$ cat config.mk
export PLATFORM = sky130hd
export DESIGN_NAME = uart_tx_port
export DESIGN_NICKNAME = d
export VERILOG_FILES = /design/src/rtl/uart_tx_port.sv
export SDC_FILE = /design/constraint.sdc
export NUM_CORES = 1
export LEC_CHECK = 0
export ABC_AREA = 0
export ABC_CLOCK_PERIOD_IN_PS = 1900
export BUFFER_PORTS_ARGS = -buffer_cell sky130_fd_sc_hd__buf_2
export CORE_MARGIN = 2
export CORE_UTILIZATION = 50
export CTS_CLUSTER_SIZE = 25
export DETAILED_ROUTE_END_ITERATION = 10
export GPL_TIMING_DRIVEN = 1
export PLACE_DENSITY_LB_ADDON = 0.05
export SYNTH_ARGS = -nofsm -noshare
export SYNTH_HDL_FRONTEND = slang
export SYNTH_SLANG_ARGS = --single-unit
$ cat constraint.sdc
create_clock -name clk -period 1.9 [get_ports clk]
set_clock_uncertainty 0.1 [all_clocks]
set_input_delay 0.285 -clock clk [delete_from_list [all_inputs] [get_ports clk]]
set_output_delay 0.285 -clock clk [all_outputs]
set_load 0.02 [all_outputs]
$ cat src/rtl/uart_tx_port.sv
// uart_tx_port: 8N1 UART transmitter behind the MMIO uart_t_* interface.
// A one-byte holding register feeds the shifter, so frames can run back to back.
module uart_tx_port #(
  parameter int CLKS_PER_BIT = 868
) (
  input  logic       clk,
  input  logic       rst,
  input  logic [7:0] uart_t_data,
  input  logic [1:0] uart_t_ctrl,
  output logic       uart_t_state,
  output logic       txd
);

  localparam int CW = $clog2(CLKS_PER_BIT);
  localparam logic [CW-1:0] CNT_LAST = CW'(CLKS_PER_BIT - 1);

  typedef enum logic [1:0] {
    S_IDLE,
    S_START,
    S_DATA,
    S_STOP
  } state_t;

  state_t        state_q, state_d;
  logic [CW-1:0] cnt_q, cnt_d;
  logic [2:0]    idx_q, idx_d;
  logic [7:0]    shift_q, shift_d;
  logic [7:0]    hold_data_q, hold_data_d;
  logic          hold_valid_q, hold_valid_d;
  logic [1:0]    ctrl_prev_q, ctrl_prev_d;
  logic          txd_q, txd_d;

  logic send_evt;
  logic abort;
  logic bit_end;
  logic transfer;

  always_comb begin
    state_d      = state_q;
    cnt_d        = cnt_q;
    idx_d        = idx_q;
    shift_d      = shift_q;
    hold_data_d  = hold_data_q;
    hold_valid_d = hold_valid_q;
    ctrl_prev_d  = uart_t_ctrl;
    transfer     = 1'b0;

    send_evt = (uart_t_ctrl == 2'b01) && (ctrl_prev_q != 2'b01);
    abort    = (uart_t_ctrl == 2'b10);
    bit_end  = (cnt_q == CNT_LAST);

    unique case (state_q)
      S_IDLE: begin
        if (hold_valid_q) transfer = 1'b1;
      end
      S_START: begin
        if (bit_end) begin
          state_d = S_DATA;
          cnt_d   = '0;
          idx_d   = 3'd0;
        end else begin
          cnt_d = cnt_q + CW'(1);
        end
      end
      S_DATA: begin
        if (bit_end) begin
          cnt_d   = '0;
          shift_d = shift_q >> 1;
          idx_d   = idx_q + 3'd1;
          if (idx_q == 3'd7) state_d = S_STOP;
        end else begin
          cnt_d = cnt_q + CW'(1);
        end
      end
      S_STOP: begin
        if (bit_end) begin
          cnt_d = '0;
          if (hold_valid_q) transfer = 1'b1;
          else state_d = S_IDLE;
        end else begin
          cnt_d = cnt_q + CW'(1);
        end
      end
      default: state_d = S_IDLE;
    endcase

    if (transfer) begin
      state_d      = S_START;
      cnt_d        = '0;
      shift_d      = hold_data_q;
      hold_valid_d = 1'b0;
    end

    // a send landing on the draining cycle still finds a free slot
    if (send_evt && (!hold_valid_q || transfer)) begin
      hold_data_d  = uart_t_data;
      hold_valid_d = 1'b1;
    end

    if (abort) begin
      state_d      = S_IDLE;
      cnt_d        = '0;
      hold_valid_d = 1'b0;
    end

    unique case (state_d)
      S_START: txd_d = 1'b0;
      S_DATA:  txd_d = shift_d[0];
      default: txd_d = 1'b1;
    endcase
  end

  always_ff @(posedge clk) begin
    if (rst) begin
      state_q      <= S_IDLE;
      cnt_q        <= '0;
      idx_q        <= 3'd0;
      shift_q      <= 8'h00;
      hold_data_q  <= 8'h00;
      hold_valid_q <= 1'b0;
      ctrl_prev_q  <= 2'b00;
      txd_q        <= 1'b1;
    end else begin
      state_q      <= state_d;
      cnt_q        <= cnt_d;
      idx_q        <= idx_d;
      shift_q      <= shift_d;
      hold_data_q  <= hold_data_d;
      hold_valid_q <= hold_valid_d;
      ctrl_prev_q  <= ctrl_prev_d;
      txd_q        <= txd_d;
    end
  end

  assign txd          = txd_q;
  assign uart_t_state = hold_valid_q;

endmodule

* Word-level counts from Yosys, hierarchy flattened
Index checks and enable logic that the tools add are counted. W data, S select, Z words.
Word-level totals: output and inout bits 2, word-level logic and storage cells 58, register bits 35
Operators by class: eq/ne operators 12, muxes and demuxes 21, reduce and logical (&&, ||, !) cells 14, add/subtract/negate cells 2
Operators by type and width (number):
- $mux W8 | 3
- $mux W2 | 7
- $add A10 B1 Y10 const B | 1
- $eq A10 B10 Y1 const B | 1
- $mux W10 | 1
- $eq A2 B2 Y1 const B | 4
- $reduce_bool A2 Y1 | 4
- $eq A2 B1 Y1 const B | 3
- $mux W3 | 2
- $pmux W2 S3 | 1
- $pmux W3 S2 | 1
- $reduce_or A3 Y1 | 2
- $mux W1 | 4
- $ne A2 B2 Y1 const B | 2
- $pmux W1 S2 | 2
- $add A3 B1 Y3 const B | 1
- $eq A3 B3 Y1 const B | 1
- $reduce_and A3 Y1 | 1
- $logic_and A1 B1 Y1 | 2
- $logic_not A2 Y1 | 1
- $ne A2 B1 Y1 const B | 1
- $reduce_and A2 Y1 | 1
- $reduce_or A2 Y1 | 1
- $logic_not A1 Y1 | 1
- $logic_or A1 B1 Y1 | 1

* Depth between registers and ports, before layout
Gate-level depths: netlist (run 1).
depth after elaboration 8, gate-level depth with buffers 9, mapped depth without buffers 7

* Least setup slack after synthesis (run 1)
OpenSTA, ideal clock, no wires.
path kind register to register, start point register state_q[0], end point register txd_q, in the netlist txd, clock period less this slack 1.981 ns, setup slack -0.081 ns, data required time 1.678 ns, stages on the path, launching flop included 9, path buffers 1, arrival 1.758 ns, library setup time 0.122 ns, cell sequence dfxtp_1 -> inv_1 -> ha_1 -> clkbuf_1 -> inv_1 -> o41a_1 -> a311oi_1 -> and4_1 -> mux2i_1
Between the ends: word-level cells in the longest chain between the ends 7, elaborated cells between the ends (all ways) 18, classes of those cells eq/ne: 5; mux: 12; reduce/logical: 1
Ends and longest elaborated chain:
- from (decl) | RTL line 24 | state_t state_q, state_d;
- from (signal assigned) | RTL line 124 | state_q <= state_d;
- $mux W2 (on tied branches) | RTL line 78, 70
- $mux W2 (on tied branches) | RTL line 76, 66
- $pmux W2 S3 | RTL line 52 | unique case (state_q)
- $mux W2 | RTL line 87 | if (transfer) begin
- $mux W2 | RTL line 100 | if (abort) begin
- $eq A2 B2 Y1 or $eq A2 B1 Y1 (tied branches) | RTL line 106 | unique case (state_d)
- $pmux W1 S2 (*) | RTL line 106
- to (signal assigned) | RTL line 131 | txd_q <= txd_d;
- to (decl) | RTL line 31 | logic txd_q, txd_d;
Every way passes the cells marked *; elsewhere a longest branch is shown, timed or not. The select of a mux whose other input is x is not followed. A chain may end at the register's enable or synchronous reset.

* Worst setup path in the final report (run 1)
start point register cnt_q[1], end point register txd_q, in the netlist txd
Between the ends: word-level cells in the longest chain between the ends 7, elaborated cells between the ends (all ways) 15, classes of those cells eq/ne: 3; mux: 12
Ends and longest elaborated chain:
- from (decl) | RTL line 25 | logic [CW-1:0] cnt_q, cnt_d;
- from (signal assigned) | RTL line 125 | cnt_q <= cnt_d;
- $eq A10 B10 Y1 (*) | RTL line 50 | bit_end = (cnt_q == CNT_LAST);
- $mux W2 (tied with other cells) | RTL line 76 | if (bit_end) begin
- $pmux W2 S3 or $pmux W1 S2 (tied branches) | RTL line 52
- $mux W2 | RTL line 87
- $mux W2 | RTL line 100
- $eq A2 B2 Y1 or $eq A2 B1 Y1 (tied branches) | RTL line 106
- $pmux W1 S2 (*) | RTL line 106
Marked as above.

==> summary.txt, run 1 <==
Status
  • Status: complete, no violations

Job
  • Max cap viols: 0

Cells and area
  • N_diodes: 0
  • Commonest cells after routing, fill and taps aside: 31 x nor2_1, 29 x dfxtp_1, 24 x buf_4
  • Layout cells sized above 1: 0.3203
  • Nets: 250
  • Final cell utilization of the core: 0.6648
  • Fillcell total: 297
  • Commonest non-fill, non-tap cell in the layout: nor2_1
  • Synth-to-layout area growth: 28.11%
  • Finished Cell Area: 2218 um^2

Critical path
  • Worst-path fanout max: 5
  • Critical path type: flip-flop to flip-flop
  • Slowest CP cell: dfxtp_2
  • Arrival time at the worst endpoint: 2.03 ns
  • Startpoint types: flip-flop
  • CP Cell Sequence: ha_4, and4bb_4, nand3_4, buf_4, o31ai_1, and4_1, mux2i_1
  • Worst EP required: 2.03 ns
  • CP peak stage delay: between 0.3 and 0.4 ns
  • Worst path bufs/invs: 1
  • CP Capture Type: flip-flop
  • Top delay family on crit path: simple AND/OR/NAND/NOR gates

Floorplanning
  • # rows: 21
  • Initial Utilization: 0.5189
  • I/O pin total: 14
  • Die width: 62.85 um
  • Die ar.: 3950 um^2
  • Core area: 3337 um^2
  • Die Height: between 60 and 70 um

Place
  • HPWL after detailed placement: 2777 um
  • Placed cell area: between 1500 and 2000 um^2
  • RD Place Congestion: 0.8775
  • Port Buffers: 13

Drt
  • Vias per cell: approximately 5.4
  • Met1 wire length: around 1900 um
  • Met2 WL: 1852 um
  • Max Used Layer: met4
  • Metal3 WL: 189 um
  • Antenna Nets Post-Route: 0
  • Number of remaining DRC errors: 0
  • Routed WL per cell: 14.39 um
  • Starting DRT DRC Count: 109
  • Via count: 1507
  • Post-Route WL: 3986 um
  • First drt pass iteration count: 4

Logic synthesis
  • Post-synth cell types: 44
  • Register bit total from synthesis: 35
  • Yosys top cell by area: dfxtp_1
  • Area fraction of the dominant cell type after synthesis: 0.4046
  • Yosys warns: 0
  • Synth area leaders: dfxtp_1 40%, nor2_1 6.7%, ha_1 5.8%, mux2i_1 5.2%, nand2_1 4.8%
  • Synthesized area per cell: 9.114 um^2
  • Post-Syn Instances: 190
  • Post-synthesis sequential area ratio: 0.4046
  • Synth Net Count: 210
  • Synthesized cell area: 1732 um^2

Global route
  • Initial antenna violation count: 0
  • Number of global-route vias before repair: 1476
  • Tot GR Track Use: 0.2131
  • Largest net degree at the start of global routing: 27
  • First-pass GRT wire length: 6658 um
  • GR Overflow Total: 0

STA
  • Slew @ Worst Pin: 0.4809 ns
  • Final min period: ~1.9 ns
  • Fmax: 0.5268 GHz
  • Final setup fails: 0
  • Final slew viol count: 0
  • Fin crit share: 0.9990
  • Final Hold Fails: 0
  • Worst slew margin: 0.6794
  • RSZ-0062 raised after global routing: true

Clock network
  • Clock-pin slew on the worst setup and hold paths: 0.10 ns
  • CTS Buffer Depth: 2
  • H-tree Lvls: 2
  • CTS buffer count: 5
  • Worst skew pair latency: around 0.34 ns
  • Clk sink count: 35
  • Root buf cell: clkbuf_4
  • CTS tree: yes

Pwr
  • Peak supply drop: 0.4760 mV
  • LEAKAGE: 0.8558 nW
  • PD cells: 624.4 nW/um^2

Worst hold path
  • Worst hold path type: input pin to flip-flop
==> registers in the layout (all words and copies together), names as in the netlist <==
register      flops
cnt_q            10
hold_data_q       8
shift_q           8
idx_q             3
ctrl_prev_q       2
state_q           2
txd               1
uart_t_state      1
==> cells in the mapped netlist (all sizes together) <==
cell type	n
dfxtp	35
nor2	31
nand2	22
mux2i	9
a311oi	8
ha	8
xor2	6
a21oi	5
clkbuf	5
nand3	5
buf	4
inv	4
nand4	4
nor2b	4
o21ai	4
a31oi	3
and3b	3
xnor2	3
and2	2
and3	2
nand3b	2
nor3	2
o21a	2
o31ai	2
o41a	2
a211oi	1
a21boi	1
a41oi	1
and4	1
and4bb	1
nand2b	1
nand4b	1
nand4bb	1
nor3b	1
o211ai	1
o22a	1
o41ai	1
or3b	1
==> layer usage <==
metal | track usage | vias up
met1 | 0.2939 | 703
met2 | 0.3320 | 38
met5 | 0 | -
li1 | - | 757
met3 | 0.04865 | 9
met4 | 0.06389 | 0
==> cell type report <==
type                            count  area, um^2  area share
Multi-Input combinational cell    143        1067      0.4811
Sequential cell                    35       708.2      0.3192
Timing Repair Buffer               41       299.0      0.1348
Clock buffer                        8       68.82     0.03102
Tap cell                           46       57.56     0.02594
Inverter                            4       17.52    0.007896
==> path summary, 6_finish.rpt <==
path                  start             end  slack [ns]  cells after the start
max                cnt_q[1]             txd       0.002                      7
min          uart_t_data[3]  hold_data_q[3]        0.08                      3
max reg2reg        cnt_q[1]             txd       0.002                      7
min reg2reg      shift_q[7]      shift_q[7]        0.38                      2
==> power breakdown <==
part | leakage [nW] | total [mW] | switching (mW) | internal [mW]
registers | 0.287 | 0.772 | 0.0141 | 0.758
logic | 0.530 | 0.152 | 0.0800 | 0.0720
clock network | 0.0386 | 0.461 | 0.244 | 0.218
==> timing repair <==
| action | 4_1_cts | 5_1_grt |
|---|---|---|
| setup buffers | 1 | 6 |
| hold buffers | 0 | 0 |
| endpoints found under the setup margin | 21 | 20 |
| pin swaps | 3 | 8 |
| cloned | 0 | 1 |
| resized for setup | 9 | 16 |
==> worst register-to-register path: stages, from the launching register on <==
cell,delay [ns]
dfxtp_2,0.36
ha_4,0.15
and4bb_4,0.30
nand3_4,0.10
buf_4,0.16
o31ai_1,0.33
and4_1,0.24
mux2i_1,0.06
==> metrics by stage <==
step	setup TNS (ns)	hold WS [ns]	setup WS, ns	power (mW)	cells
finish	0	0.08492	0.001847	1.385	277
global route	-0.3463	0.06886	-0.08082	1.463	277
CTS	0	0.07083	0.005206	1.389	270
detailed placement	-0.4694	0.3633	-0.04937	0.9210	261
global placement	0	0.3574	0.01107	0.9161	261
floorplan	0	0.3132	0.02053	0.8733	190
==> kinds of logic after synthesis <==
family	count (synthesis)	share of synthesized area
adders and majority gates	8	0.05781
muxes	9	0.05203
and+or+nand+nor	84	0.2565
DFF	35	0.4046
buffers and inverters	13	0.03613
AOI/OAI and AO/OA	32	0.1474
xor gates and xnor gates	9	0.04552
Power figures use the tool's default switching activity.
==> run 2: changes to the inputs <==
--- a/config.mk
+++ b/config.mk
@@ -6,12 +6,13 @@
 export NUM_CORES = 1
 export LEC_CHECK = 0
 export ABC_AREA = 0
-export ABC_CLOCK_PERIOD_IN_PS = 1900
+export ABC_CLOCK_PERIOD_IN_PS = 1800
 export BUFFER_PORTS_ARGS = -buffer_cell sky130_fd_sc_hd__buf_2
 export CORE_MARGIN = 2
 export CORE_UTILIZATION = 50
 export CTS_CLUSTER_SIZE = 25
 export DETAILED_ROUTE_END_ITERATION = 10
+export GPL_ROUTABILITY_DRIVEN = 0
 export GPL_TIMING_DRIVEN = 1
 export PLACE_DENSITY_LB_ADDON = 0.05
 export SYNTH_ARGS = -nofsm -noshare
==> constraint.sdc (replaced) <==
create_clock -name clk -period 1.8 [get_ports clk]
set_clock_uncertainty 0.1 [all_clocks]
set_input_delay 0.27 -clock clk [delete_from_list [all_inputs] [get_ports clk]]
set_output_delay 0.27 -clock clk [all_outputs]
set_load 0.02 [all_outputs]
==> run 2 against run 1 <==
- the flow now finishes with violations (negative setup slack)
- non-clock buffer count up 15
- sequential share of layout area is 2.8 points lower
- hold slack lost 0.024 ns
- combinational power increased by 32%
- critical path depth decreased by 1
==> summary.txt, run 2 (same netlist as run 1, synthesis figures left out) <==
Global route
  • Tot GR Track Use: 0.2330 (+0.01989)
  • Initial antenna violation count: 0 (unchanged)
  • Number of global-route vias before repair: 1590 (+7.7%)
  • First-pass GRT wire length: 7300 um (+9.6%)
  • GR Overflow Total: 0 (unchanged)
  • Largest net degree at the start of global routing: 15 (-44%)

Cells and area
  • Top reg by flops: cnt_q
  • N_diodes: 0 (unchanged)
  • Commonest non-fill, non-tap cell in the layout: buf_4
  • Synth-to-layout area growth: 40.90%
  • Top flop regs: cnt_q x10, hold_data_q x8, shift_q x8
  • Nets: 264 (+5.6%)
  • Max FFs per register: 10 (unchanged)
  • Commonest cells after routing, fill and taps aside: 36 x buf_4, 28 x dfxtp_1, 20 x nand2_1
  • Layout cells sized above 1: 0.4531 (+0.1327)

STA
  • Worst slew margin: 0.7305 (+0.05111)
  • Final min period: 1.910 ns (+0.01219 ns)
  • Final slew viol count: 0 (unchanged)
  • RSZ-0062 raised after global routing: true
  • Final Hold Fails: 0 (unchanged)
  • Slew @ Worst Pin: 0.4043 ns (-0.07667 ns)
  • Final setup TNS: -0.8931 ns (-0.8931 ns)
  • Final setup fails: 23 (+23)
  • Fin crit share: 1.061 (+0.06227)
  • Fmax: 0.5235 GHz (-0.64%)
  • Worst setup margin: -0.1103 ns (-0.1122 ns)
  • Hold WS: 0.06119 ns (-0.02373 ns)

Drt
  • Routed WL per cell: 15.19 um (+5.6%)
  • Starting DRT DRC Count: 109 (unchanged)
  • Antenna Nets Post-Route: 0 (unchanged)
  • Post-Route WL: 4421 um (+11%)
  • Via count: 1573 (+4.4%)
  • Vias per cell: 5.405 (-0.64%)
  • Number of remaining DRC errors: 0 (unchanged)
  • First drt pass iteration count: 4 (unchanged)

Floorplanning
  • Die Height: 62.85 um (unchanged)
  • Core area: 3337 um^2 (unchanged)
  • Die ar.: 3950 um^2 (unchanged)
  • I/O pin total: 14 (unchanged)
  • Die width: 62.85 um (unchanged)
  • # rows: 21 (unchanged)
  • Initial Utilization: 0.5189 (unchanged)

Pwr
  • Peak supply drop: 0.4880 mV (+2.5%)
  • LEAKAGE: 0.9421 nW (+10%)
  • PD cells: 581.8 nW/um^2 (-6.8%)

Critical path
  • R2r setup slk: -0.11 ns (-0.11 ns)
  • Worst-path fanout max: 4 (-1)
  • Arrival time at the worst endpoint: 2.06 ns (+0.03 ns)
  • Worst EP required: 1.95 ns (-0.08 ns)
  • Startpoint types: flip-flop
  • Critical path type: flip-flop to flip-flop
  • CP Capture Type: flip-flop

Clock network
  • Root buf cell: clkbuf_4
  • Worst skew pair latency: 0.34 ns (about the same)
  • Clk sink count: 35 (unchanged)
  • H-tree Lvls: 2 (unchanged)
  • CTS tree: yes
  • # hold bufs at CTS: 0 (unchanged)
  • CTS Buffer Depth: 2 (unchanged)
  • CTS buffer count: 5 (unchanged)
  • Clock-pin slew on the worst setup and hold paths: 0.11 ns (about the same)

Place
  • HPWL after detailed placement: 2907 um (+4.7%)
  • Port Buffers: 13 (unchanged)

Job
  • Max cap viols: 0 (unchanged)

Worst hold path
  • Worst hold path type: input pin to flip-flop

Status
  • Failing checks: negative setup slack
  • Status: finished, violations left
[run 2: path summary, 6_finish.rpt]
path | start | endpoint | depth (start not counted)
worst max register to register | cnt_q[0] | txd | 6
worst min register to register | hold_data_q[7] | shift_q[7] | 2
worst min-delay path | uart_t_data[1] | hold_data_q[1] | 3
worst max-delay path | cnt_q[0] | txd | 6
[run 2: through the flow]
step / utilization / area [um^2] / worst slack, ns / std cells / power, mW
final: 0.7312 / 2440 / -0.1103 / 291 / 1.420
after global routing: 0.7312 / 2440 / -0.1778 / 291 / 1.481
after CTS: 0.6730 / 2246 / -0.05353 / 286 / 1.399
after detailed placement: 0.6363 / 2123 / -0.08074 / 275 / 0.9808
after global placement: 0.6363 / 2123 / -0.03972 / 275 / 0.9758
after floorplan: - / 1788 / 0.0004917 / 190 / 0.9247
[run 2: final cells by class]
cell class | instances | area [um^2]
sequential | 35 | 709.4
timing repair buffer | 56 | 444.2
fill | 246 | 897.1
clock buffer | 7 | 45.04
multi-input combinational | 142 | 1164
clock inverter | 1 | 5.005
tap | 46 | 57.56
inverter | 4 | 15.01
[run 2: power breakdown]
part / leakage (nW) / total (mW) / switching, mW / internal [mW]
Clock: 0.0293 / 0.403 / 0.251 / 0.152
Sequential: 0.288 / 0.816 / 0.0162 / 0.800
Combinational: 0.625 / 0.200 / 0.102 / 0.0981
Total: 0.942 / 1.42 / 0.369 / 1.05
[run 2: worst max-delay path, cell delays in order (launching register included)]
cell      delay, ns
dfxtp_2        0.36
ha_4           0.14
and4bb_4       0.30
nand3_4        0.11
o22a_1         0.25
o41a_1         0.38
mux2i_1        0.19
[run 2: what timing repair did]
item | CTS | global route
gates resized for setup | 15 | 37
pin swaps | 7 | 15
setup buffers | 1 | 4
endpoints found under the setup margin | 27 | 27
cloned | 2 | 1
[run 2: per-layer routing]
metal	track usage	vias to the layer above	wire, um
met5	0	-	0
met4	0.05000	0	40
met3	0.04865	7	155
met2	0.3925	26	2151
met1	0.3083	760	2074
li1	-	780	-
==> run 3: changes to the inputs <==
--- a/config.mk
+++ b/config.mk
@@ -15,6 +15,7 @@
 export GPL_ROUTABILITY_DRIVEN = 0
 export GPL_TIMING_DRIVEN = 1
 export PLACE_DENSITY_LB_ADDON = 0.05
+export RECOVER_POWER = 50
 export SYNTH_ARGS = -nofsm -noshare
 export SYNTH_HDL_FRONTEND = slang
 export SYNTH_SLANG_ARGS = --single-unit
==> run 3 against run 2 <==
- critical path type unchanged
- global-route usage unchanged
- setup slack hardly changed
- critical endpoint unchanged
- largest power group unchanged
- cell count is the same
- the run still ends with negative setup slack left
- non-clock buffer count stayed put
- register-to-register slack about the same
==> summary.txt, run 3 (same netlist as run 1, synthesis figures left out) <==
Status
  • Status: finished, violations left
  • Failing checks: negative setup slack

Drt
  • Antenna Nets Post-Route: 0 (unchanged)
  • Post-Route WL: 4428 um (+0.16%)
  • Vias per cell: 5.433 (+0.51%)
  • Number of remaining DRC errors: 0 (unchanged)
  • Starting DRT DRC Count: 109 (unchanged)
  • First drt pass iteration count: 4 (unchanged)
  • Via count: 1581 (+0.51%)
  • Routed WL per cell: 15.22 um (+0.16%)

Cells and area
  • Footprint of the multi-input gates: 1164 um^2 (unchanged)
  • Finished Layout Cells: 291 (unchanged)
  • Nets: 264 (unchanged)
  • Fillcell total: 248 (+0.81%)
  • Layout cells sized above 1: 0.4449 (-0.008163)
  • Top flop regs: cnt_q x10, hold_data_q x8, shift_q x8
  • Finished Cell Area: 2437 um^2 (-0.10%)
  • Top reg by flops: cnt_q
  • N_diodes: 0 (unchanged)
  • Max FFs per register: 10 (unchanged)
  • Synth-to-layout area growth: 40.75%
  • Final cell utilization of the core: 0.7304 (-0.0007500)
  • Commonest cells after routing, fill and taps aside: 36 x buf_4, 28 x dfxtp_1, 20 x nand2_1
  • Register area: 709.4 um^2 (unchanged)
  • Commonest non-fill, non-tap cell in the layout: buf_4

Place
  • Port Buffers: 13 (unchanged)
  • Placed cell area: 2123 um^2 (unchanged)
  • Placed instance count: 275 (unchanged)
  • DP Worst Slack: -0.08074 ns (unchanged)
  • HPWL after detailed placement: 2907 um (unchanged)

STA
  • Final min period: 1.910 ns (-0.00003300 ns)
  • Slew @ Worst Pin: 0.4066 ns (+0.002372 ns)
  • Fin crit share: 1.061 (about the same)
  • Worst slew margin: 0.7289 (-0.001582)
  • Final slew viol count: 0 (unchanged)
  • Final Hold Fails: 0 (unchanged)
  • Final setup TNS: -0.8929 ns (+0.0002520 ns)
  • Hold WS: 0.06154 ns (+0.0003490 ns)
  • Final setup fails: 23 (unchanged)
  • Worst setup margin: -0.1103 ns (+0.00003300 ns)
  • Fmax: 0.5235 GHz (about the same)
  • RSZ-0062 raised after global routing: true

Worst hold path
  • Worst hold path type: input pin to flip-flop

Pwr
  • Peak supply drop: 0.4880 mV (about the same)
  • LEAKAGE: 0.9367 nW (-0.57%)
  • PD cells: 582.2 nW/um^2 (about the same)
  • Total power draw: 1.419 mW (about the same)

Clock network
  • CTS buffer count: 5 (unchanged)
  • H-tree Lvls: 2 (unchanged)
  • Root buf cell: clkbuf_4
  • CTS Buffer Depth: 2 (unchanged)
  • Clock-pin slew on the worst setup and hold paths: 0.11 ns (about the same)
  • # hold bufs at CTS: 0 (unchanged)
  • Worst skew pair latency: 0.34 ns (about the same)
  • CTS tree: yes
  • Clk sink count: 35 (unchanged)

Floorplanning
  • I/O pin total: 14 (unchanged)
  • Core area: 3337 um^2 (unchanged)
  • Die Height: 62.85 um (unchanged)
  • Initial Utilization: 0.5189 (unchanged)
  • Die width: 62.85 um (unchanged)
  • Die ar.: 3950 um^2 (unchanged)
  • # rows: 21 (unchanged)

Global route
  • GR Overflow Total: 0 (unchanged)
  • Largest net degree at the start of global routing: 15 (unchanged)
  • First-pass GRT wire length: 7300 um (unchanged)
  • Initial antenna violation count: 0 (unchanged)
  • Tot GR Track Use: 0.2330 (unchanged)
  • Number of global-route vias before repair: 1590 (unchanged)

Critical path
  • Startpoint types: flip-flop
  • Slowest CP cell: o41a_1
  • CP peak stage delay: 0.38 ns (about the same)
  • Arrival time at the worst endpoint: 2.06 ns (about the same)
  • CP Cell Sequence: ha_4, and4bb_4, nand3_4, o22a_1, o41a_1, mux2i_1
  • Worst-path fanout max: 4 (unchanged)
  • CP Capture Type: flip-flop
  • Worst EP required: 1.95 ns (about the same)
  • Critical path type: flip-flop to flip-flop

Job
  • Max cap viols: 0 (unchanged)
## run 3: cell count changes in the layout (fill, tap and decap cells not counted)
cell | before | now
clkbuf_1 | 2 | 4
buf_2 | 13 | 11
## run 3: what timing repair did
action / CTS / global route
setup endpoints to repair: 27 / 27
pin swaps: 7 / 15
gates resized for setup: 15 / 37
hold endpoints to repair: 0 / 0
buffers inserted: 1 / 4
cloned: 2 / 1
## run 3: critical path: cells and delay by family (launching register included)
| family | cells | cell delay, ns |
|---|---|---|
| AO/OA/AOI/OAI | 2 | 0.63 |
| adder cells (fa/ha/maj) | 1 | 0.14 |
| flip-flops | 1 | 0.36 |
| multiplexers | 1 | 0.19 |
| AND/OR/NAND/NOR | 2 | 0.41 |
## run 3: final timing paths
kind / startpoint / end / slack (ns) / depth (start not counted)
setup / recovery: cnt_q[0] / txd / -0.11 / 6
hold / removal: uart_t_data[1] / hold_data_q[1] / 0.06 / 3
setup reg to reg: cnt_q[0] / txd / -0.11 / 6
hold reg to reg: hold_data_q[7] / shift_q[7] / 0.38 / 2
## run 3: power breakdown
| group | switching [mW] | total, mW | internal (mW) |
|---|---|---|---|
| clock network | 0.251 | 0.403 | 0.152 |
| logic | 0.102 | 0.200 | 0.0975 |
| registers | 0.0163 | 0.816 | 0.800 |
| total | 0.369 | 1.42 | 1.05 |
## run 3: metal layers
| metal | track usage | vias to the layer above | part of all wire |
|---|---|---|---|
| li1 | - | 780 | - |
| met1 | 0.3083 | 762 | 0.47 |
| met2 | 0.3925 | 30 | 0.48 |
| met3 | 0.04865 | 9 | 0.036 |
| met4 | 0.05000 | 0 | 0.011 |
| met5 | 0 | - | 0 |
## run 3: area by class of cell
cell class / count / area share
multi-input combinational: 142 / 0.4774
sequential: 35 / 0.2911
timing repair buffer: 56 / 0.1812
tap: 46 / 0.02361
clock buffer: 7 / 0.01848
inverter: 4 / 0.006160
clock inverter: 1 / 0.002053
